<file path="config.mk">
export PLATFORM = sky130hd
export DESIGN_NAME = rtc_edit_sequencer
export DESIGN_NICKNAME = d
export VERILOG_FILES = /design/src/rtl/rtc_edit_sequencer.sv
export SDC_FILE = /design/constraint.sdc
export NUM_CORES = 1
export LEC_CHECK = 0
export ABC_AREA = 1
export CAP_MARGIN = 30
export CORE_ASPECT_RATIO = 0.9
export CORE_MARGIN = 2
export CORE_UTILIZATION = 44
export CTS_BUF_LIST = sky130_fd_sc_hd__clkbuf_16
export DETAILED_ROUTE_END_ITERATION = 8
export PLACE_DENSITY_LB_ADDON = 0.25
export SYNTH_ARGS = -nofsm -noshare
export SYNTH_HDL_FRONTEND = slang
export SYNTH_SLANG_ARGS = --single-unit
</file>
<file path="constraint.sdc">
create_clock -name clk_i -period 6.3 [get_ports clk_i]
set_clock_uncertainty 0.15 [all_clocks]
set_input_delay 1.26 -clock clk_i [delete_from_list [all_inputs] [get_ports clk_i]]
set_output_delay 1.26 -clock clk_i [all_outputs]
set_load 0.05 [all_outputs]
</file>
<file path="src/rtl/rtc_edit_sequencer.sv">
// Edit-datapath controller for the RTC display: BCD shadow registers with range-checked
// up/down editing, and req/ack write-back of the edited fields to the RTC bus controller.
module rtc_edit_sequencer #(
  parameter logic [7:0] AddrTimerBase = 8'h41,
  parameter logic [7:0] AddrDateBase  = 8'h24,
  parameter logic [7:0] AddrTimeBase  = 8'h21
) (
  input  logic       clk_i,
  input  logic       reset_i,
  input  logic [1:0] mode_i,
  input  logic [1:0] field_i,
  input  logic       btn_up_i,
  input  logic       btn_down_i,
  input  logic       load_en_i,
  input  logic [7:0] ld_f0_i,
  input  logic [7:0] ld_f1_i,
  input  logic [7:0] ld_f2_i,
  input  logic       wr_ack_i,
  output logic       wr_req_o,
  output logic [7:0] wr_addr_o,
  output logic [7:0] wr_data_o,
  output logic [7:0] f0_o,
  output logic [7:0] f1_o,
  output logic [7:0] f2_o,
  output logic       busy_o
);

  typedef enum logic [1:0] {StIdle, StEdit, StWrSetup, StWrWait} state_e;

  state_e          state_q, state_d;
  logic [1:0]      act_mode_q, act_mode_d;
  logic [2:0]      dirty_q, dirty_d;
  logic [2:0][7:0] shadow_q, shadow_d;
  logic            wr_req_q, wr_req_d;
  logic [7:0]      wr_addr_q, wr_addr_d;
  logic [7:0]      wr_data_q, wr_data_d;

  logic       is_date;
  logic [7:0] sel_val, rng_min, rng_max, new_val, base_addr;
  logic [1:0] wr_idx;

  function automatic logic is_bcd(input logic [7:0] v);
    return (v[7:4] <= 4'd9) && (v[3:0] <= 4'd9);
  endfunction

  // Out-of-range or non-BCD values (e.g. a bad RTC read) snap to the wrap target.
  function automatic logic [7:0] bcd_inc(input logic [7:0] v, input logic [7:0] lo,
                                         input logic [7:0] hi);
    if (!is_bcd(v) || (v >= hi)) return lo;
    if (v[3:0] == 4'd9) return {v[7:4] + 4'd1, 4'd0};
    return v + 8'd1;
  endfunction

  function automatic logic [7:0] bcd_dec(input logic [7:0] v, input logic [7:0] lo,
                                         input logic [7:0] hi);
    if (!is_bcd(v) || (v <= lo) || (v > hi)) return hi;
    if (v[3:0] == 4'd0) return {v[7:4] - 4'd1, 4'd9};
    return v - 8'd1;
  endfunction

  assign is_date = (act_mode_q == 2'b10);

  always_comb begin
    sel_val = 8'h00;
    rng_min = 8'h00;
    rng_max = 8'h59;
    case (field_i)
      2'b01: begin
        sel_val = shadow_q[0];
        rng_max = is_date ? 8'h99 : 8'h59;
      end
      2'b10: begin
        sel_val = shadow_q[1];
        rng_min = is_date ? 8'h01 : 8'h00;
        rng_max = is_date ? 8'h12 : 8'h59;
      end
      2'b11: begin
        sel_val = shadow_q[2];
        rng_min = is_date ? 8'h01 : 8'h00;
        rng_max = is_date ? 8'h31 : 8'h23;
      end
      default: ;
    endcase
    new_val = btn_up_i ? bcd_inc(sel_val, rng_min, rng_max) : bcd_dec(sel_val, rng_min, rng_max);
  end

  always_comb begin
    base_addr = 8'h00;
    case (act_mode_q)
      2'b01:   base_addr = AddrTimerBase;
      2'b10:   base_addr = AddrDateBase;
      2'b11:   base_addr = AddrTimeBase;
      default: base_addr = 8'h00;
    endcase
  end

  // Lowest pending field first.
  always_comb begin
    if (dirty_q[0])      wr_idx = 2'd0;
    else if (dirty_q[1]) wr_idx = 2'd1;
    else                 wr_idx = 2'd2;
  end

  always_comb begin
    state_d    = state_q;
    act_mode_d = act_mode_q;
    dirty_d    = dirty_q;
    shadow_d   = shadow_q;
    wr_req_d   = wr_req_q;
    wr_addr_d  = wr_addr_q;
    wr_data_d  = wr_data_q;

    case (state_q)
      StIdle: begin
        if (load_en_i) shadow_d = {ld_f2_i, ld_f1_i, ld_f0_i};
        if (mode_i != 2'b00) begin
          act_mode_d = mode_i;
          dirty_d    = 3'b000;
          state_d    = StEdit;
        end
      end

      StEdit: begin
        if (mode_i != act_mode_q) begin
          state_d = (dirty_q != 3'b000) ? StWrSetup : StIdle;
        end else if ((field_i != 2'b00) && (btn_up_i ^ btn_down_i)) begin
          case (field_i)
            2'b01: begin
              shadow_d[0] = new_val;
              dirty_d[0]  = 1'b1;
            end
            2'b10: begin
              shadow_d[1] = new_val;
              dirty_d[1]  = 1'b1;
            end
            2'b11: begin
              shadow_d[2] = new_val;
              dirty_d[2]  = 1'b1;
            end
            default: ;
          endcase
        end
      end

      StWrSetup: begin
        wr_addr_d = base_addr + {6'd0, wr_idx};
        wr_data_d = shadow_q[wr_idx];
        wr_req_d  = 1'b1;
        state_d   = StWrWait;
      end

      StWrWait: begin
        if (wr_ack_i) begin
          dirty_d[wr_idx] = 1'b0;
          wr_req_d        = 1'b0;
          state_d         = (dirty_d != 3'b000) ? StWrSetup : StIdle;
        end
      end

      default: state_d = StIdle;
    endcase
  end

  always_ff @(posedge clk_i) begin
    if (reset_i) begin
      state_q    <= StIdle;
      act_mode_q <= 2'b00;
      dirty_q    <= 3'b000;
      shadow_q   <= '0;
      wr_req_q   <= 1'b0;
      wr_addr_q  <= 8'h00;
      wr_data_q  <= 8'h00;
    end else begin
      state_q    <= state_d;
      act_mode_q <= act_mode_d;
      dirty_q    <= dirty_d;
      shadow_q   <= shadow_d;
      wr_req_q   <= wr_req_d;
      wr_addr_q  <= wr_addr_d;
      wr_data_q  <= wr_data_d;
    end
  end

  assign wr_req_o  = wr_req_q;
  assign wr_addr_o = wr_addr_q;
  assign wr_data_o = wr_data_q;
  assign f0_o      = shadow_q[0];
  assign f1_o      = shadow_q[1];
  assign f2_o      = shadow_q[2];
  assign busy_o    = (state_q == StWrSetup) || (state_q == StWrWait);

endmodule

</file>
======== After elaboration in Yosys (flattened, before gate mapping) ========
Cells that the tools add are included.
word-level totals
  output and inout bits ................... 42
  bits in registers ....................... 48
  input port bits ......................... 34
  word-level logic and storage cells ...... 125
operators by class
  add/subtract/negate cells ............... 5
  reduce and logical (&&, ||, !) cells .... 27
  $lt $le $gt $ge ......................... 7
  equal/unequal tests ..................... 20
  bitwise logic cells ..................... 3
  multiplexer cells ....................... 52
operators by type and width
  kind                                                   number
  two-way mux 8 bit                                      14
  two-way mux 24 bit                                     3
  case mux 24 bit (2 select lines)                       1
  case mux 8 bit (3 select lines)                        2
  case mux 7 bit (3 select lines)                        1
  AND reduction 6 bit                                    3
  binary-select mux 8 bit (select 2 bit)                 1
  AND reduction 5 bit                                    3
  two-way mux 2 bit                                      7
  != test 2 bit, second input constant                   7
  two-way mux 1 bit                                      13
  equality test 2 bit, second input constant             6
  two-way mux 3 bit                                      4
  case mux 3 bit (3 select lines)                        1
  nonzero test 3 bit                                     3
  adder 8 x 1 -> 8 bit, second input constant            1
  adder 8 x 2 -> 8 bit                                   1
  greater-or-equal comparator 8 bit                      1
  greater-than comparator 8 bit                          1
  less-or-equal comparator 4 bit, second input constant  2
  less-or-equal comparator 8 bit                         1
  case mux 2 bit (4 select lines)                        1
  nonzero test 2 bit                                     4
  subtractor 8 x 1 -> 8 bit, second input constant       1
  23 further kinds                                       32

======== Depth between registers and ports, before layout ========
Gate-level depths: netlist of run 1.
  word-level depth ........................ 16
  gate-level depth with buffers ........... 23
  depth with buffers taken out ............ 22

======== Least setup slack after synthesis of run 1 ========
No wires, ideal clock.
  path type ............................... input port to flip-flop
  start point ............................. input field_i[0]
  end point ............................... register shadow_q (netlist bit f0_o[5])
  path slack .............................. 2.725 ns
  buffers on the path ..................... 1
  cell stages on the path ................. 21
  setup time .............................. 0.122 ns
  arrival ................................. 3.303 ns
  required time ........................... 6.028 ns
  cell sequence ........................... buf_6 nand2_8 inv_4 nand2_1 nand2_1 nor2_1 inv_1 ha_1 nand3_1 nor2_1 nand2_1 nor2_1 inv_2 nand3_4 clkinv_1 nand2_1 nor2_1 nand2_1 nand2_1 nand2_2 a21oi_2
between the ends
  longest elaborated chain between the ends .. 14
  elaborated cells between the ends (all ways) .. 46
  classes of those cells .................. 4 x add/sub; 5 x order compare; 6 x eq/ne; 21 x mux; 10 x reduce/logical
RTL lines
  element                                                                     RTL line  text
  start: declaration                                                          11        input logic [1:0] field_i,
  equality test 2 bit / equality test 2 x 1 -> 1 bit (equally long branches)  67, 127
  case mux 8 bit (3 select lines)                                             67        case (field_i)
  less-or-equal comparator 4 bit                                              43        return (v[7:4] <= 4'd9) && (v[3:0] <= 4'd9);
  logical AND 1 bit                                                           43
  logical NOT 1 bit                                                           49, 56
  logical OR 1 bit (2 in series)                                              56        if (!is_bcd(v) || (v <= lo) || (v > hi)) return hi;
  two-way mux 1 bit                                                           56
  two-way mux 8 bit                                                           57        if (v[3:0] == 4'd0) return {v[7:4] - 4'd1, 4'd9};
  two-way mux 8 bit                                                           84        new_val = btn_up_i ? bcd_inc(sel_val, rng_min, rng_max) : bcd_dec(sel_val, rng_min, rng_max);
  two-way mux 8 bit                                                           127       case (field_i)
  two-way mux 24 bit                                                          126       end else if ((field_i != 2'b00) && (btn_up_i ^ btn_down_i)) begin
  two-way mux 24 bit                                                          124       if (mode_i != act_mode_q) begin
  case mux 24 bit (2 select lines)                                            113       case (state_q)
  end signal: assignment                                                      177       shadow_q <= shadow_d;
  end: declaration                                                            33        logic [2:0][7:0] shadow_q, shadow_d;
Parallel ways exist; a longest one is shown, timed or not. The select of a mux whose other input is x is not followed.
A chain may end at the register's enable or synchronous reset.

======== Final worst setup path of run 1 ========
  start point ............................. input field_i[0]
  end point ............................... register shadow_q (netlist bit f1_o[4])
between the ends
  longest elaborated chain between the ends .. 14
  elaborated cells between the ends (all ways) .. 46
  classes of those cells .................. 4 x add/sub; 5 x order compare; 6 x eq/ne; 21 x mux; 10 x reduce/logical
RTL lines
  element                                      RTL line
  equality test 2 bit (tied with other cells)  67
  case mux 8 bit (3 select lines)              67
  less-or-equal comparator 4 bit               43
  logical AND 1 bit                            43
  logical NOT 1 bit                            49, 56
  logical OR 1 bit (2 in series)               56
  two-way mux 1 bit                            56
  two-way mux 8 bit                            57
  two-way mux 8 bit                            84
  two-way mux 8 bit                            127
  two-way mux 24 bit                           126
  two-way mux 24 bit                           124
  case mux 24 bit (2 select lines)             113
Parallel ways exist; a longest one is shown, timed or not. The select of a mux whose other input is x is not followed.

==> results of run 1 <==
-- report_power, final --
| part | leakage, nW | switching, mW | internal, mW | total [mW] |
|---|---|---|---|---|
| sequential | 0.378 | 0.0503 | 0.334 | 0.384 |
| clock | 0.0694 | 0.111 | 0.143 | 0.255 |
| combinational | 1.39 | 0.452 | 0.212 | 0.664 |
-- path summary, 6_finish.rpt --
check / slack [ns] / endpoint
setup / recovery: 1.82 / f1_o[4]$_SDFFE_PP0P_
hold / removal: 0.31 / wr_addr_o[6]$_SDFFE_PP0P_
setup reg to reg: 2.38 / f0_o[7]$_SDFFE_PP0P_
hold reg to reg: 0.31 / wr_addr_o[6]$_SDFFE_PP0P_
-- sequential cells by signal, indices dropped and copies added (netlist names) --
register / cells
wr_req_o: 1
dirty_q: 3
f1_o: 8
wr_data_o: 8
f0_o: 8
f2_o: 8
state_q: 2
wr_addr_o: 6
act_mode_q: 2
-- layout make-up --
class / count / area, µm²
clock inverter: 2 / 10.01
fill: 744 / 3232
multi-input combinational: 370 / 2142
clock buffer: 5 / 125.1
tap: 96 / 120.1
timing repair buffer: 74 / 738.2
inverter: 55 / 219.0
sequential: 46 / 920.9
-- cells by family after synthesis --
group / Yosys count / synth area share
and+or+nand+nor: 214 / 0.3302
other: 1 / 0.001111
buffers and inverters: 74 / 0.09377
DFF: 46 / 0.2728
adders and majority gates: 13 / 0.04819
xor gates and xnor gates: 3 / 0.007785
AOI/OAI and AO/OA: 138 / 0.2461
-- synth_stat cells (all sizes together), types with 5 or more instances --
cell / count
nand2: 110
inv: 52
a221oi: 8
dfxtp: 46
buf: 5
nor3: 5
nand3: 39
a21oi: 68
o21ai: 47
ha: 13
nand4: 7
nor2: 47
clkbuf: 14
-- metal layers --
metal | up-vias | part of all wire
met5 | - | 0
met4 | 0 | 0.013
met3 | 17 | 0.083
met2 | 190 | 0.47
met1 | 1722 | 0.44
li1 | 1776 | -
-- worst max-delay path: cells and delay by family --
family,cells,cell delay [ns]
AND/OR/NAND/NOR,14,1.71
buffers and inverters,4,1.08
AO/OA/AOI/OAI,1,0.17
adder cells (fa/ha/maj),1,0.33
-- through the flow --
step,power [mW],utilization
2_1_floorplan,0.8459,-
3_3_place_gp,1.040,0.5515
3_5_place_dp,1.042,0.5515
4_1_cts,1.294,0.5695
5_1_grt,1.372,0.5695
6_report,1.303,0.5695
==> metrics.txt, run 1 <==
antenna cells 0; CTS tree built; worst reg2reg path depth 9; final worst slack 1.819 ns; Area contributors post-synth dfxtp_1, nand2_1, a21oi_1; CTS Buf Count 5; number of H-tree levels 2; P&R area growth vs syn 26.65%; WL per Instance 16.81 µm; Die ar. 8390 µm²; via count 3705; post-route insts no fill between 600 and 700; Fin Hold WS 0.3112 ns; pre-CTS setup slack 1.549 ns; Synth Cell Area ~3400 µm²; Tcrit/Tclk final 0.7113; DIE HEIGHT 87.10 µm; Synth cell types 42; largest net degree at the start of global routing 35; setup TNS 0 ns; Post-synth top flop dfxtp_1; largest area contributor in the netlist dfxtp_1; Tmin final 4.481 ns; Initial Utilization 0.4497; postcts setup bufs 0; highest-count cells in the layout ignoring fill and taps nand2_1, clkdlybuf4s50_1, a21oi_1, dfxtp_1, inv_1; CP required 6.37 ns; final WL 10.89 mm; post_cts resized 0; Power Density a little over 300 nW/µm²; final design area excluding fillers 4275 µm²; Post-DRT Antenna Nets 0; Max Cap Violations 0; Post-CTS Hold Buffers 0; FF-to-FF Start state_q[0]$_SDFFE_PP0P_; hold depth 2; core area 7507 µm²; Critical Path Start Type input port; Max VDD drop 0.1352 mV; Slowest cell on crit path clkdlybuf4s50_1; met1 global-route usage 0.3554; Placed Area 4140 µm²; deepest clock path buffer count 2; DP Cell Count 641; root buf cell clkbuf_16; critical path type input port to flip-flop; crit end category flip-flop; worst-margin pin slew between 0.9 and 1 ns; setup violators final 0; GR peak layer met2; post-synthesis sequential area ratio 0.2728; Synth Warn # 0; Reg clk slew, reported paths approximately 0.060 ns; crit-path max FO 8; routability cong. 0.9482; leakage power around 1.8 nW; Critical Path, Cell by Cell clkdlybuf4s50_1, nand2_8, inv_4, nand2_1, nand2_1, nor2_1, inv_1, ha_1, nand3_1, nor2_1, nand2_1, nor2_1, inv_2, nand2_4, nand2_4, nand2_1, nand3_1, nand2_1, nand2_2, a21oi_2; total gr overflow 0; number of clock sinks 46; fin. max-slew vios 0; die extent in x between 90 and 100 µm; Final Hold Viols 0; initial antenna violation count 0; GRT met2 Usage 0.4280; Worst Hold Launch wr_addr_o[6]$_SDFFE_PP0P_; outcome finished, final reports clean; met3 Use GR 0.04762; first-pass GRT wire length between 15 and 20 mm; dpl hpwl 8.164 mm; Initial DRT Pass Iterations 5; all-layer global routing usage 0.2624; FMAX between 200 and 250 MHz; Synth Instances between 400 and 500; worst hold path class flip-flop to flip-flop; Port Buffers 73; WP data arrival 4.56 ns; DRC errors left 0; flops & latches, synth 46; # rows 30; # IOs between 70 and 80; Synth Area per Inst roughly 6.9 µm²; routed vias/inst roughly 5.7; vias in the first global route 3454; most frequent cell on the critical path nand2_1; Slew HR 0.3322; commonest non-fill, non-tap cell in the layout nand2_1; share of the synthesized area in the top cell type 0.2728; RSZ-0062 raised after global routing no; worst skew pair latency 0.29 ns; Critical path origin field_i[0]; share of layout cells above drive strength 1 0.1304; initial DRC count 280; layout net count roughly 600; max incr delay on CP 0.75 ns; Post-synth ARST share 0; number of enable flip-flop cells after synthesis 0
(Power assumes the default switching activity.)
==> inputs of run 2 (changes only) <==
==> constraint.sdc (replaced) <==
create_clock -name clk_i -period 4.7 [get_ports clk_i]
set_clock_uncertainty 0.15 [all_clocks]
set_input_delay 0.94 -clock clk_i [delete_from_list [all_inputs] [get_ports clk_i]]
set_output_delay 0.94 -clock clk_i [all_outputs]
set_load 0.05 [all_outputs]
==> run 2 against run 1 <==
  * Total power grew 34%
  * Sequential share of layout area shrank 0.11 points
  * Worst setup slack lost 1.0 ns
  * Clock-buffer cell count is the same
  * Global-route usage shrank 0.64 points
  * Routed wire length shrank 0.50%
  * Via count grew 0.43%
  * Utilization grew 0.30 points
  * Design area grew 0.53%
  * Critical path type unchanged
  * Critical endpoint is now f0_o[4]$_SDFFE_PP0P_
  * Largest cell class unchanged
==> metrics.txt, run 2 (synthesized netlist as in run 1, its figures left out) <==
Initial DRT Pass Iterations 5 (unchanged); Critical path origin field_i[1] (was field_i[0]); dpl hpwl 8.189 mm (was 8.164 mm); worst hold path class flip-flop to flip-flop (unchanged); worst reg2reg path depth 10 (was 9); share of layout cells above drive strength 1 0.1351 (was 0.1304); Initial Utilization 0.4497 (unchanged); setup slack, reg-to-reg 1.59 ns (was 2.38 ns); final worst slack 0.7871 ns (was 1.819 ns); P&R area growth vs syn 27.32% (was 26.65%); root buf cell clkbuf_16 (unchanged); setup TNS 0 ns (unchanged); CTS tree built (unchanged); via count 3721 (was 3705); Reg area 920.9 µm² (unchanged); deepest clock path buffer count 2 (unchanged); vias in the first global route 3471 (was 3454); setup violators final 0 (unchanged); # rows 30 (unchanged); Reg clk slew, reported paths 0.06 ns (about the same); DIE HEIGHT 87.10 µm (unchanged); post-route insts no fill 651 (was 648); WL per Instance 16.65 µm (was 16.81 µm); FMAX 255.6 MHz; die extent in x 96.33 µm (unchanged); Fill cells 724 (was 744); final WL 10.84 mm (was 10.89 mm); RSZ-0062 raised after global routing no (unchanged); fin. max-slew vios 0 (unchanged); number of H-tree levels 2 (unchanged); Max VDD drop 0.2283 mV (was 0.1352 mV); all-layer global routing usage 0.2559 (was 0.2624); commonest non-fill, non-tap cell in the layout nand2_1 (unchanged); CTS Buf Count 5 (unchanged); Fin Hold WS 0.3248 ns (was 0.3112 ns); outcome finished, final reports clean (unchanged); largest net degree at the start of global routing 35 (unchanged); routability cong. 0.9557 (was 0.9482); worst-margin pin slew 0.9114 ns (was 0.9980 ns); end of the critical path f0_o[4]$_SDFFE_PP0P_ (was f1_o[4]$_SDFFE_PP0P_); highest-count cells in the layout ignoring fill and taps nand2_1, clkdlybuf4s50_1, a21oi_1, dfxtp_1, inv_1 (unchanged); WP data arrival 3.98 ns (was 4.56 ns); total gr overflow 0 (unchanged); routed vias/inst 5.716 (was 5.718); Post-CTS Hold Buffers 0 (unchanged); # IOs 76 (unchanged); Max Cap Violations 0 (unchanged); Final Hold Viols 0 (unchanged); Power Density 407.1 nW/µm² (was 304.9 nW/µm²); worst skew pair latency 0.28 ns (was 0.29 ns); Critical Path Start Type input port (unchanged); pre-CTS setup slack 0.5227 ns (was 1.549 ns); Die ar. 8390 µm² (unchanged); layout net count 602 (was 599); post_cts resized 0 (unchanged); Tcrit/Tclk final 0.8325; first-pass GRT wire length 16.79 mm (was 16.92 mm); postcts setup bufs 0 (unchanged); FF-to-FF Start state_q[0]$_SDFFE_PP0P_ (unchanged); Tmin final 3.913 ns; number of clock sinks 46 (unchanged); crit-path max FO 8 (unchanged); critical path type input port to flip-flop (unchanged); Slew HR 0.3917 (was 0.3322); initial DRC count 260 (was 280); DRC errors left 0 (unchanged); initial antenna violation count 0 (unchanged); Post-DRT Antenna Nets 0 (unchanged); DP Cell Count 644 (was 641); multi-input combinational cell area 2142 µm² (unchanged); Port Buffers 73 (unchanged); crit end category flip-flop (unchanged); core area 7507 µm² (unchanged); reg2reg end f0_o[0]$_SDFFE_PP0P_ (was f0_o[7]$_SDFFE_PP0P_); leakage power 1.848 nW (was 1.833 nW); CP required 4.77 ns (was 6.37 ns); antenna cells 0 (unchanged); Final Util 0.5725 (was 0.5695)
==> run 2: cell types whose count changed in the layout (fill, tap and decap cells not counted) <==
cell / before / now
buf_4: 1 / 4
==> run 2: final cells by class <==
type	count	area share
multi-input combinational	370	0.4984
inverter	55	0.05095
tap	96	0.02795
sequential	46	0.2143
clock buffer	5	0.02911
timing repair buffer	77	0.1770
clock inverter	2	0.002329
==> run 2: per-stage QoR <==
stage,power (mW),instance area [µm²]
floorplan,1.134,3379
global placement,1.400,4163
detailed placement,1.402,4163
CTS,1.737,4298
global route,1.840,4298
finish,1.750,4298
==> run 2: worst min path at each step <==
stage / from / end / slack (ns) / cells after the start
after detailed placement: wr_addr_o[3]$_SDFFE_PP0P_ / wr_addr_o[3]$_SDFFE_PP0P_ / 0.31 / 2
final: wr_addr_o[3]$_SDFFE_PP0P_ / wr_addr_o[3]$_SDFFE_PP0P_ / 0.32 / 2
after global placement: wr_addr_o[2]$_SDFFE_PP0P_ / wr_addr_o[2]$_SDFFE_PP0P_ / 0.30 / 2
after global routing: wr_addr_o[2]$_SDFFE_PP0P_ / wr_addr_o[2]$_SDFFE_PP0P_ / 0.34 / 2
after floorplan: act_mode_q[1]$_SDFFE_PP0P_ / act_mode_q[1]$_SDFFE_PP0P_ / 0.30 / 2
after CTS: wr_addr_o[3]$_SDFFE_PP0P_ / wr_addr_o[3]$_SDFFE_PP0P_ / 0.32 / 2
==> run 2: worst max-delay path, cell delays in order <==
cell,delay (ns)
clkdlybuf4s50_1,0.83
inv_4,0.12
nand2_1,0.11
nor2_1,0.04
nor2_1,0.22
inv_1,0.17
ha_1,0.33
nand3_1,0.10
nor2_1,0.10
nand2_1,0.06
nor2_1,0.14
inv_2,0.08
nand2_4,0.13
nand2_4,0.10
nand2_1,0.08
nand3_1,0.09
nand2_1,0.12
nand2_2,0.10
a21oi_2,0.12
==> run 2: report_power, final <==
part,internal [mW],total [mW],switching (mW)
Combinational,0.288,0.892,0.604
Clock,0.192,0.338,0.146
Sequential,0.448,0.519,0.0715
==> run 2: layer usage <==
layer | vias to the layer above | track usage | share of wire
met5 | - | 0 | 0
met4 | 0 | 0.07682 | 0.020
met3 | 22 | 0.05022 | 0.076
met2 | 177 | 0.4211 | 0.47
met1 | 1744 | 0.3385 | 0.44
li1 | 1778 | - | -
